==> src/rtl/muldiv_ctrl_pkg.sv <==
// Shared encodings and helpers for the iterative multiply/divide unit.
package muldiv_ctrl_pkg;

    localparam int MD_W = 32;

    typedef enum logic [1:0] {
        EXE_MD_MULT  = 2'd0,
        EXE_MD_MULTU = 2'd1,
        EXE_MD_DIV   = 2'd2,
        EXE_MD_DIVU  = 2'd3
    } md_op_e;

    typedef enum logic [1:0] {
        S_IDLE = 2'd0,
        S_PREP = 2'd1,
        S_CALC = 2'd2,
        S_FIX  = 2'd3
    } md_state_e;

    // Request captured when an operation is accepted; sa/sb are operand sign bits.
    typedef struct packed {
        md_op_e          op;
        logic [MD_W-1:0] a;
        logic [MD_W-1:0] b;
        logic            sa;
        logic            sb;
    } md_req_t;

    function automatic logic op_signed(md_op_e op);
        return (op == EXE_MD_MULT) || (op == EXE_MD_DIV);
    endfunction

    function automatic logic op_div(md_op_e op);
        return op[1];
    endfunction

    function automatic logic [MD_W-1:0] mag(logic [MD_W-1:0] v, logic neg);
        return neg ? (~v + 1'b1) : v;
    endfunction

endpackage

==> src/rtl/muldiv_ctrl_if.sv <==
// Pipeline-side bundle of the multiply/divide unit: op request, MTHI/MTLO, status and HI/LO.
interface muldiv_ctrl_if;
    logic        start;
    logic [1:0]  op;
    logic [31:0] a;
    logic [31:0] b;
    logic        cancel;
    logic        hi_we;
    logic        lo_we;
    logic [31:0] wdata;
    logic        busy;
    logic        done;
    logic [31:0] hi;
    logic [31:0] lo;

    modport master (output start, op, a, b, cancel, hi_we, lo_we, wdata,
                    input  busy, done, hi, lo);
    modport slave  (input  start, op, a, b, cancel, hi_we, lo_we, wdata,
                    output busy, done, hi, lo);
endinterface

==> src/rtl/muldiv_ctrl_core.sv <==
// One radix-2 iteration per enable: shift-add multiply or restoring shift-subtract divide.
// acc holds the product (multiply) or the partial remainder in acc[2W-1:W] (divide);
// q shifts multiplier bits out (multiply) or dividend bits out / quotient bits in (divide).
module muldiv_core #(
    parameter int W = 32
) (
    input  logic         clk,
    input  logic         rst,
    input  logic         load,
    input  logic         en,
    input  logic         is_div,
    input  logic [W-1:0] ld_m,
    input  logic [W-1:0] ld_q,
    output logic [2*W-1:0] acc,
    output logic [W-1:0] q
);
    logic [W-1:0] m;
    logic [W:0]   sum;
    logic [W:0]   shl;
    logic [W:0]   diff;
    logic         ge;

    // 33-bit add keeps the carry; 33-bit compare/subtract on the shifted remainder.
    always_comb begin
        sum  = {1'b0, acc[2*W-1:W]} + {1'b0, (q[0] ? m : {W{1'b0}})};
        shl  = {acc[2*W-1:W], q[W-1]};
        ge   = (shl >= {1'b0, m});
        diff = shl - {1'b0, m};
    end

    // Operand load, then one iteration per enabled cycle.
    always_ff @(posedge clk) begin
        if (rst) begin
            acc <= '0;
            q   <= '0;
            m   <= '0;
        end else if (load) begin
            acc <= '0;
            q   <= ld_q;
            m   <= ld_m;
        end else if (en) begin
            if (is_div) begin
                acc[2*W-1:W] <= ge ? diff[W-1:0] : shl[W-1:0];
                q            <= {q[W-2:0], ge};
            end else begin
                acc <= {sum, acc[W-1:1]};
                q   <= {1'b0, q[W-1:1]};
            end
        end
    end
endmodule

==> src/rtl/muldiv_ctrl.sv <==
// Multiply/divide sequencer: FSM, iteration counter, sign fix-up and the HI/LO registers.
module muldiv_ctrl
    import muldiv_ctrl_pkg::*;
#(
    parameter int ITER = MD_W
) (
    input  logic          clk,
    input  logic          rst,
    muldiv_ctrl_if.slave  bus
);
    localparam int CNT_W = $clog2(ITER);

    md_state_e        state, state_nx;
    logic [CNT_W-1:0] cnt;
    md_req_t          req;
    logic             accept, core_load, core_en, fin;
    logic             sgn, is_div, neg_res;
    logic [63:0]      acc, prod;
    logic [31:0]      cq, quo, rem, res_hi, res_lo;
    logic [31:0]      hi_q, lo_q;
    logic             done_q;

    assign sgn     = op_signed(req.op);
    assign is_div  = op_div(req.op);
    assign neg_res = sgn && (req.sa ^ req.sb);

    muldiv_core #(.W(MD_W)) u_core (
        .clk    (clk),
        .rst    (rst),
        .load   (core_load),
        .en     (core_en),
        .is_div (is_div),
        .ld_m   (is_div ? mag(req.b, sgn && req.sb) : mag(req.a, sgn && req.sa)),
        .ld_q   (is_div ? mag(req.a, sgn && req.sa) : mag(req.b, sgn && req.sb)),
        .acc    (acc),
        .q      (cq)
    );

    // State register.
    always_ff @(posedge clk) begin
        if (rst) state <= S_IDLE;
        else     state <= state_nx;
    end

    // Next state and per-state strobes; cancel pre-empts every busy state.
    always_comb begin
        state_nx  = state;
        accept    = 1'b0;
        core_load = 1'b0;
        core_en   = 1'b0;
        fin       = 1'b0;
        case (state)
            S_IDLE: if (bus.start && !bus.cancel) begin
                accept   = 1'b1;
                state_nx = S_PREP;
            end
            S_PREP: begin
                core_load = 1'b1;
                state_nx  = S_CALC;
            end
            S_CALC: begin
                core_en = 1'b1;
                if (cnt == CNT_W'(ITER - 1)) state_nx = S_FIX;
            end
            S_FIX: begin
                fin      = 1'b1;
                state_nx = S_IDLE;
            end
            default: state_nx = S_IDLE;
        endcase
        if (state != S_IDLE && bus.cancel) begin
            state_nx  = S_IDLE;
            core_load = 1'b0;
            core_en   = 1'b0;
            fin       = 1'b0;
        end
    end

    // Sign fix-up of the magnitude result; divide-by-zero returns all-ones / raw dividend.
    always_comb begin
        prod = neg_res ? (~acc + 64'd1) : acc;
        quo  = neg_res ? (~cq + 32'd1) : cq;
        rem  = (sgn && req.sa) ? (~acc[63:32] + 32'd1) : acc[63:32];
        if (!is_div) begin
            res_hi = prod[63:32];
            res_lo = prod[31:0];
        end else if (req.b == '0) begin
            res_hi = req.a;
            res_lo = '1;
        end else begin
            res_hi = rem;
            res_lo = quo;
        end
    end

    // Request latch, counter, HI/LO and done pulse.
    always_ff @(posedge clk) begin
        if (rst) begin
            req    <= '0;
            cnt    <= '0;
            hi_q   <= '0;
            lo_q   <= '0;
            done_q <= 1'b0;
        end else begin
            done_q <= fin;
            if (accept)
                req <= '{op: md_op_e'(bus.op), a: bus.a, b: bus.b, sa: bus.a[31], sb: bus.b[31]};
            if (core_load)    cnt <= '0;
            else if (core_en) cnt <= cnt + 1'b1;
            if (fin) begin
                hi_q <= res_hi;
                lo_q <= res_lo;
            end else if (state == S_IDLE) begin
                if (bus.hi_we) hi_q <= bus.wdata;
                if (bus.lo_we) lo_q <= bus.wdata;
            end
        end
    end

    assign bus.busy = (state != S_IDLE);
    assign bus.done = done_q;
    assign bus.hi   = hi_q;
    assign bus.lo   = lo_q;
endmodule

==> src/flat_wrapper.sv <==
// flat-port wrapper written by rule: the top's interface ports become plain ports
module muldiv_ctrl_flat import muldiv_ctrl_pkg::*;
#(
    parameter int ITER = MD_W
)
  (clk, rst, bus_start, bus_op, bus_a, bus_b, bus_cancel, bus_hi_we, bus_lo_we, bus_wdata, bus_busy, bus_done, bus_hi, bus_lo);
  muldiv_ctrl_if bus_i ();
  input  logic clk;
  input  logic rst;
  input wire logic [$bits(bus_i.start)-1:0] bus_start;
  input wire logic [$bits(bus_i.op)-1:0] bus_op;
  input wire logic [$bits(bus_i.a)-1:0] bus_a;
  input wire logic [$bits(bus_i.b)-1:0] bus_b;
  input wire logic [$bits(bus_i.cancel)-1:0] bus_cancel;
  input wire logic [$bits(bus_i.hi_we)-1:0] bus_hi_we;
  input wire logic [$bits(bus_i.lo_we)-1:0] bus_lo_we;
  input wire logic [$bits(bus_i.wdata)-1:0] bus_wdata;
  output wire logic [$bits(bus_i.busy)-1:0] bus_busy;
  output wire logic [$bits(bus_i.done)-1:0] bus_done;
  output wire logic [$bits(bus_i.hi)-1:0] bus_hi;
  output wire logic [$bits(bus_i.lo)-1:0] bus_lo;
  assign bus_i.start = bus_start;
  assign bus_i.op = bus_op;
  assign bus_i.a = bus_a;
  assign bus_i.b = bus_b;
  assign bus_i.cancel = bus_cancel;
  assign bus_i.hi_we = bus_hi_we;
  assign bus_i.lo_we = bus_lo_we;
  assign bus_i.wdata = bus_wdata;
  assign bus_busy = bus_i.busy;
  assign bus_done = bus_i.done;
  assign bus_hi = bus_i.hi;
  assign bus_lo = bus_i.lo;
  muldiv_ctrl #(.ITER(ITER)) u_core (.clk(clk), .rst(rst), .bus(bus_i));
endmodule
==> config.mk <==
export PLATFORM = sky130hd
export DESIGN_NAME = muldiv_ctrl_flat
export DESIGN_NICKNAME = d
export VERILOG_FILES = /design/src/rtl/muldiv_ctrl_pkg.sv /design/src/rtl/muldiv_ctrl_if.sv /design/src/rtl/muldiv_ctrl_core.sv /design/src/rtl/muldiv_ctrl.sv /design/src/flat_wrapper.sv
export SDC_FILE = /design/constraint.sdc
export NUM_CORES = 1
export LEC_CHECK = 0
export BUFFER_PORTS_ARGS = -buffer_cell sky130_fd_sc_hd__buf_2
export CAP_MARGIN = 20
export CELL_PAD_IN_SITES_DETAIL_PLACEMENT = 1
export CELL_PAD_IN_SITES_GLOBAL_PLACEMENT = 1
export CORE_ASPECT_RATIO = 1.2
export CORE_MARGIN = 2
export CORE_UTILIZATION = 45
export DETAILED_ROUTE_END_ITERATION = 6
export PLACE_DENSITY = 0.9
export SLEW_MARGIN = 20
export SYNTH_ARGS = -nofsm -noshare
export SYNTH_HDL_FRONTEND = slang
export SYNTH_SLANG_ARGS = --single-unit
==> constraint.sdc <==
create_clock -name clk -period 4.2 [get_ports clk]
set_input_delay 0.21 -clock clk [delete_from_list [all_inputs] [get_ports clk]]
set_output_delay 0.21 -clock clk [all_outputs]
set_load 0.01 [all_outputs]
Word level (Yosys, flattened, before mapping)
Index checks and enable logic that the tools add are counted.

$add $sub $neg: 8. Equality and inequality tests: 7. Shift-type cells: 0. Div/mod/pow operators: 0. Reduce and logical (&&, ||, !) cells: 21. Multiply operators: 0. Magnitude comparators: 1. Bitwise gates (word level): 7. Muxes and demuxes: 34.

Operators by type and width (count): two-way mux 32 bit (22); adder 32 x 1 -> 32 bit (second input constant) (4); inverter 32 bit (4); adder 64 x 1 -> 64 bit (second input constant) (1); two-way mux 64 bit (1); inverter 64 bit (1); adder 32 x 32 -> 33 bit (1); >= comparator 33 x 32 -> 1 bit (1); zero test 32 bit (1); subtractor 32 bit (1); nonzero test 2 bit (5); two-way mux 1 bit (8); one-hot mux 2 bit (4 select lines) (1); AND reduction 2 bit (4); == test 2 bit (second input constant) (3); adder 5 x 1 -> 5 bit (second input constant) (1); == test 5 bit (second input constant) (1); logical AND 1 bit (5); zero test 2 bit (2); two-way mux 2 bit (2); != test 2 x 1 -> 1 bit (second input constant) (2); OR reduction 2 bit (2); == test 2 x 1 -> 1 bit (second input constant) (1); zero test 1 bit (1); other kinds (3) (3).

Memory bits (writable): 0. Memories: 0. Output and inout port bits: 66. Input port bits: 104. Logic and storage cells: 92. Register bits: 268. Latch bits: 0. ROM bits: 0.

Depth between registers and ports, before layout
Depth in word-level cells: 7. Depth in mapped cells: 14. Mapped depth without buffers: 12.

Cells and area by module
From an unflattened synthesis, not the netlist that was laid out.

Cell total of the unflattened synthesis: 2677. Area total of the unflattened synthesis: 19990.4 um^2.

By module, submodules not included: muldiv_ctrl (instances 1, area each 10750.3 um^2, cells each 1477, sequential area each 2762.6 um^2); muldiv_core (instances 1, area each 9240.1 um^2, cells each 1200, sequential area each 2562.5 um^2).

Least setup slack after synthesis
No wires, ideal clock.

Path kind: register to register. Start: register u_core.u_core.acc[32]. End: register u_core.hi_q[24], in the netlist u_core.bus.hi[24]. Required time: 4.108 ns. Library setup time: 0.092 ns. Data arrival time: 3.249 ns. Stages on the path, launching flop included: 13. Period minus slack after synthesis: 3.342 ns. Path buffers: 1. Setup slack: 0.858 ns. Cells stage by stage: dfxtp_1 inv_1 ha_1 or3b_2 clkbuf_1 or4b_2 nor4_1 and4_1 nor2_1 xor2_1 nor2_1 o21a_1 o32ai_1.

Word-level cells in the longest chain between the ends: 6. Elaborated cells between the ends (all ways): 9. Classes of those cells: add/sub: 2; mux: 5; bitwise: 2.

RTL lines: start: declaration (RTL line muldiv_ctrl_core.sv:14) `output logic [2*W-1:0] acc,`; start signal: indexed assignment (RTL line muldiv_ctrl_core.sv:43) `acc[2*W-1:W] <= ge ? diff[W-1:0] : shl[W-1:0];`; start signal: assignment (RTL line muldiv_ctrl_core.sv:46) `acc <= {sum, acc[W-1:1]};`; inverter 32 bit (RTL line muldiv_ctrl.sv:83) `rem = (sgn && req.sa) ? (~acc[63:32] + 32'd1) : acc[63:32];`; adder 32 x 1 -> 32 bit (RTL line muldiv_ctrl.sv:83); two-way mux 32 bit (RTL line muldiv_ctrl.sv:83); two-way mux 32 bit (RTL line muldiv_ctrl.sv:87) `end else if (req.b == '0) begin`; two-way mux 32 bit (*) (RTL line muldiv_ctrl.sv:84) `if (!is_div) begin`; two-way mux 32 bit (*) (RTL line muldiv_ctrl.sv:110) `if (fin) begin`; end signal: assignment (RTL line muldiv_ctrl.sv:111) `hi_q <= res_hi;`; end signal: assignment (RTL line muldiv_ctrl.sv:114) `if (bus.hi_we) hi_q <= bus.wdata;`; end: declaration (RTL line muldiv_ctrl.sv:20) `logic [31:0] hi_q, lo_q;`.

Mark *: on every way between the ends. The rest lies on a longest branch, timed or not. A chain may end at the register's enable or synchronous reset.

Worst setup path in the final report
Start: register u_core.u_core.acc[41]. End: register u_core.u_core.q[0].

Word-level cells in the longest chain between the ends: 4.

RTL lines: >= comparator 33 x 32 -> 1 bit (RTL line muldiv_ctrl_core.sv:27) `ge = (shl >= {1'b0, m});`; two-way mux 32 bit (RTL line muldiv_ctrl_core.sv:42) `if (is_div) begin`; two-way mux 32 bit (RTL line muldiv_ctrl_core.sv:41) `end else if (en) begin`; two-way mux 32 bit (RTL line muldiv_ctrl_core.sv:37) `end else if (load) begin`; end signal: assignment (RTL line muldiv_ctrl_core.sv:39) `q <= ld_q;`; end signal: assignment (RTL line muldiv_ctrl_core.sv:44) `q <= {q[W-2:0], ge};`; end signal: assignment (RTL line muldiv_ctrl_core.sv:47) `q <= {1'b0, q[W-1:1]};`; end: declaration (RTL line muldiv_ctrl_core.sv:15) `output logic [W-1:0] q`.

Every way passes these cells. The select of a mux whose other input is x is not followed.

==> impl_metrics.csv <==
group,metric,value,unit
die,io_pins,170,
layout,post-route-util,53.4,%
synthesis,syn-num-nets,2941,
run,drv_cap,0,
die,die_h,234,µm
place,placed_area,0.0213,mm²
clocking,tritoncts,"done",
die,core_area,0.0436,mm²
clocking,clk_path_buf_depth,3,
clocking,insertion_delay,0.61,ns
sta,setup_viol,0,
sta,finClkSkew,0.0320,ns
die,die_area,0.0457,mm²
global_route,grt_pass1_vias,23400,
critical_path,critPathLaunchType,"flip-flop",
clocking,clk_pin_slew,0.06,ns
place,hpwl,64200,µm
detailed_routing,first_pass_iters,5,
critical_path,arrival,4.54,ns
synthesis,ys_seq_area_share,26.9,%
power_and_ir_drop,ir_drop,863,µV
layout,drive_above_1_share,12.1,%
place,place_congestion,1.01,
layout,area_growth,17.6,%
synthesis,synth_edf_count,0,
detailed_routing,drc,0,
global_route,grt_usage,39.6,%
critical_path,cp_slowest_stage_delay,0.63,ns
synthesis,synthTopCellsByArea,"dfxtp_1 (27%), nand2_1 (9.1%), a21oi_1 (8.2%), xnor2_1 (5.2%), xor2_1 (5.0%)",
global_route,overflow,0,
critical_path,critPathKind,"reg2reg",
place,port_buffers,169,
critical_path,crit_chain,"ha_1 -> and4_1 -> nand3_1 -> a211oi_2 -> nor3_1 -> buf_4 -> o21bai_1 -> a221oi_4 -> buf_12 -> a2111oi_0 -> a221oi_1 -> nor2_1",
synthesis,synthCells,2760,
global_route,antenna_found_initial,6,
detailed_routing,vias,22800,
synthesis,yosysWarnings,0,
clocking,cts_root_buffer,"clkbuf_16",
power_and_ir_drop,powerDensity,683,mW/mm²
power_and_ir_drop,p_leak,0.00953,µW
die,start_util,45.4,%
layout,mostFrequentLayoutCell,"nand2_1",
critical_path,worstPathMaxFanout,27,
synthesis,ys_types,78,
critical_path,cp_slowest_cell,"dfxtp_1",
critical_path,end_kind,"flip-flop",
clocking,cts_made_buffers,30,
sta,worstMarginPinSlew,0.979,ns
synthesis,syn-cell-area,0.0198,mm²
sta,rsz0062_at_grt,"false",
detailed_routing,viasPerCell,6.49,
layout,final_cell_mix,"nand2_1 (476), a21oi_1 (326), dfxtp_1 (265), nor2_1 (262), buf_2 (168)",
global_route,grt_pass1_wl,140000,µm
run_status,status,"finished, final reports clean",
detailed_routing,drt_iter0_markers,1927,
synthesis,async_reset_ff_share,0,%
clocking,htree_levels,1,
synthesis,avgSynthCellArea,7.17,µm²
sta,slew_viol_final,0,
critical_path,required,4.73,ns
sta,final.min_clock_period,4.01,ns
layout,fillers,5472,
sta,hold_violations,0,
global_route,grt_max_degree,99,
detailed_routing,antenna_left,0,
sta,relSlewSlack,34.6,%
synthesis,synth_top_area_share,26.9,%
hold_path,hold_class,"in2reg",
die,die_x,195,µm
clocking,cts.sink_count,266,
place,pre_cts_ws,0.109,ns
sta,post-route-period-util,95.4,%
sta,fin_ws,0.192,ns
synthesis,synth-main-ff-cell,"dfxtp_1",
layout,stdcell_area,0.0233,mm²
synthesis,synth_seq_cells,266,
synthesis,synth_top_area_cell,"dfxtp_1",
detailed_routing,wl_per_cell,26.6,µm
sta,tns,0,ns
detailed_routing,wl,93700,µm
sta,fmax,249,MHz
layout,finalNetCount,3115,
die,rows,84,
-- worst max-delay path, delay by kind of cell, from the launching register on --
kind | cells | cell delay [ns]
buf+inv | 2 | 0.40
flops | 1 | 0.63
compound gates | 5 | 1.72
fa+ha+maj | 1 | 0.33
simple gates | 4 | 0.82
-- layout make-up --
class	instances	area (µm²)	share of cell area (%)
Sequential cell	266	5330	22.9
Clock buffer	39	855	3.67
Antenna cell	1	2.50	0.0108
Inverter	73	274	1.18
Clock inverter	16	178	0.763
Multi-Input combinational cell	2210	13400	57.6
Timing Repair Buffer	353	2530	10.9
Tap cell	559	699	3.00
-- what timing repair did --
item                       CTS  global route
resized for setup            0             1
setup buffers                0             0
setup endpoints to repair    0            14
hold endpoints to repair   111             0
hold buffers                97             0
-- state kept, by name, summed over array words and instances (netlist names) --
name	flops
u_core.u_core.m	32
u_core.is_div	1
u_core.u_core.acc	64
u_core.req	65
u_core.u_core.q	32
u_core.state	2
u_core.bus.done	1
u_core.bus.lo	32
u_core.bus.hi	32
u_core.cnt	5
-- per-layer routing --
| metal | vias up | share of wire, % | track usage, % |
|---|---|---|---|
| met4 | 8 | 6.2 | 23.1 |
| met5 | - | 0.059 | 0 |
| li1 | 10100 | - | - |
| met2 | 1223 | 47 | 67.4 |
| met3 | 378 | 8.6 | 7.38 |
| met1 | 11200 | 38 | 46.9 |
-- power by group --
group          switching [µW]  internal, µW
Combinational            6160          3440
Clock                    1250          1620
Sequential                542          2900
-- cell usage after synthesis (7+ instances only) --
cell      number
nand2_1      478
a21oi_1      326
dfxtp_1      266
nor2_1       264
clkbuf_1     167
o21ai_0      143
xnor2_1      118
xor2_1       114
o211ai_1      77
ha_1          75
inv_1         71
mux2i_1       64
a211oi_1      52
nor3_1        47
o31ai_1       38
a21o_1        37
a31oi_1       36
buf_1         32
a311oi_1      28
nand3_1       28
and3_1        23
and2_1        19
o22ai_1       19
nor4_1        18
o21bai_1      16
nand2b_1      14
nor2b_1       14
mux2_2        13
or3_1         13
or4_1         13
nand4_1       12
o41ai_1       12
o21a_1        11
buf_2          8
and4_1         7
-- cells by family after synthesis --
group	Yosys count	share of synthesized area, %
compound gates	846	26.5
buf+inv	284	5.55
flops	266	26.9
xor+xnor	232	10.3
simple gates	975	21.5
fa+ha+maj	77	4.94
mux	80	4.32
-- stage by stage --
step / hold slack, ns / power [µW] / cells
3_3_place_gp: 0.428 / 12300 / 3364
4_1_cts: 0.00215 / 15500 / 3516
2_1_floorplan: 0.310 / 9300 / 2760
5_1_grt: 0.0324 / 16600 / 3517
3_5_place_dp: 0.448 / 12500 / 3364
6_report: 0.0434 / 15900 / 3517
-- path summary, 6_finish.rpt --
kind | from | end | slack, ns | cells past startpoint
worst max-delay path | u_core.u_core.acc[41]$_SDFFE_PP0P_ | u_core.u_core.q[0]$_SDFFE_PP0P_ | 0.19 | 12
worst min-delay path | bus_wdata[18] | u_core.bus.hi[18]$_SDFFE_PP0P_ | 0.04 | 3
worst max register to register | u_core.u_core.acc[41]$_SDFFE_PP0P_ | u_core.u_core.q[0]$_SDFFE_PP0P_ | 0.19 | 12
worst min register to register | u_core.u_core.m[11]$_SDFFE_PP0P_ | u_core.u_core.m[11]$_SDFFE_PP0P_ | 0.46 | 2
Note: power is estimated with default switching activity, not from simulation.
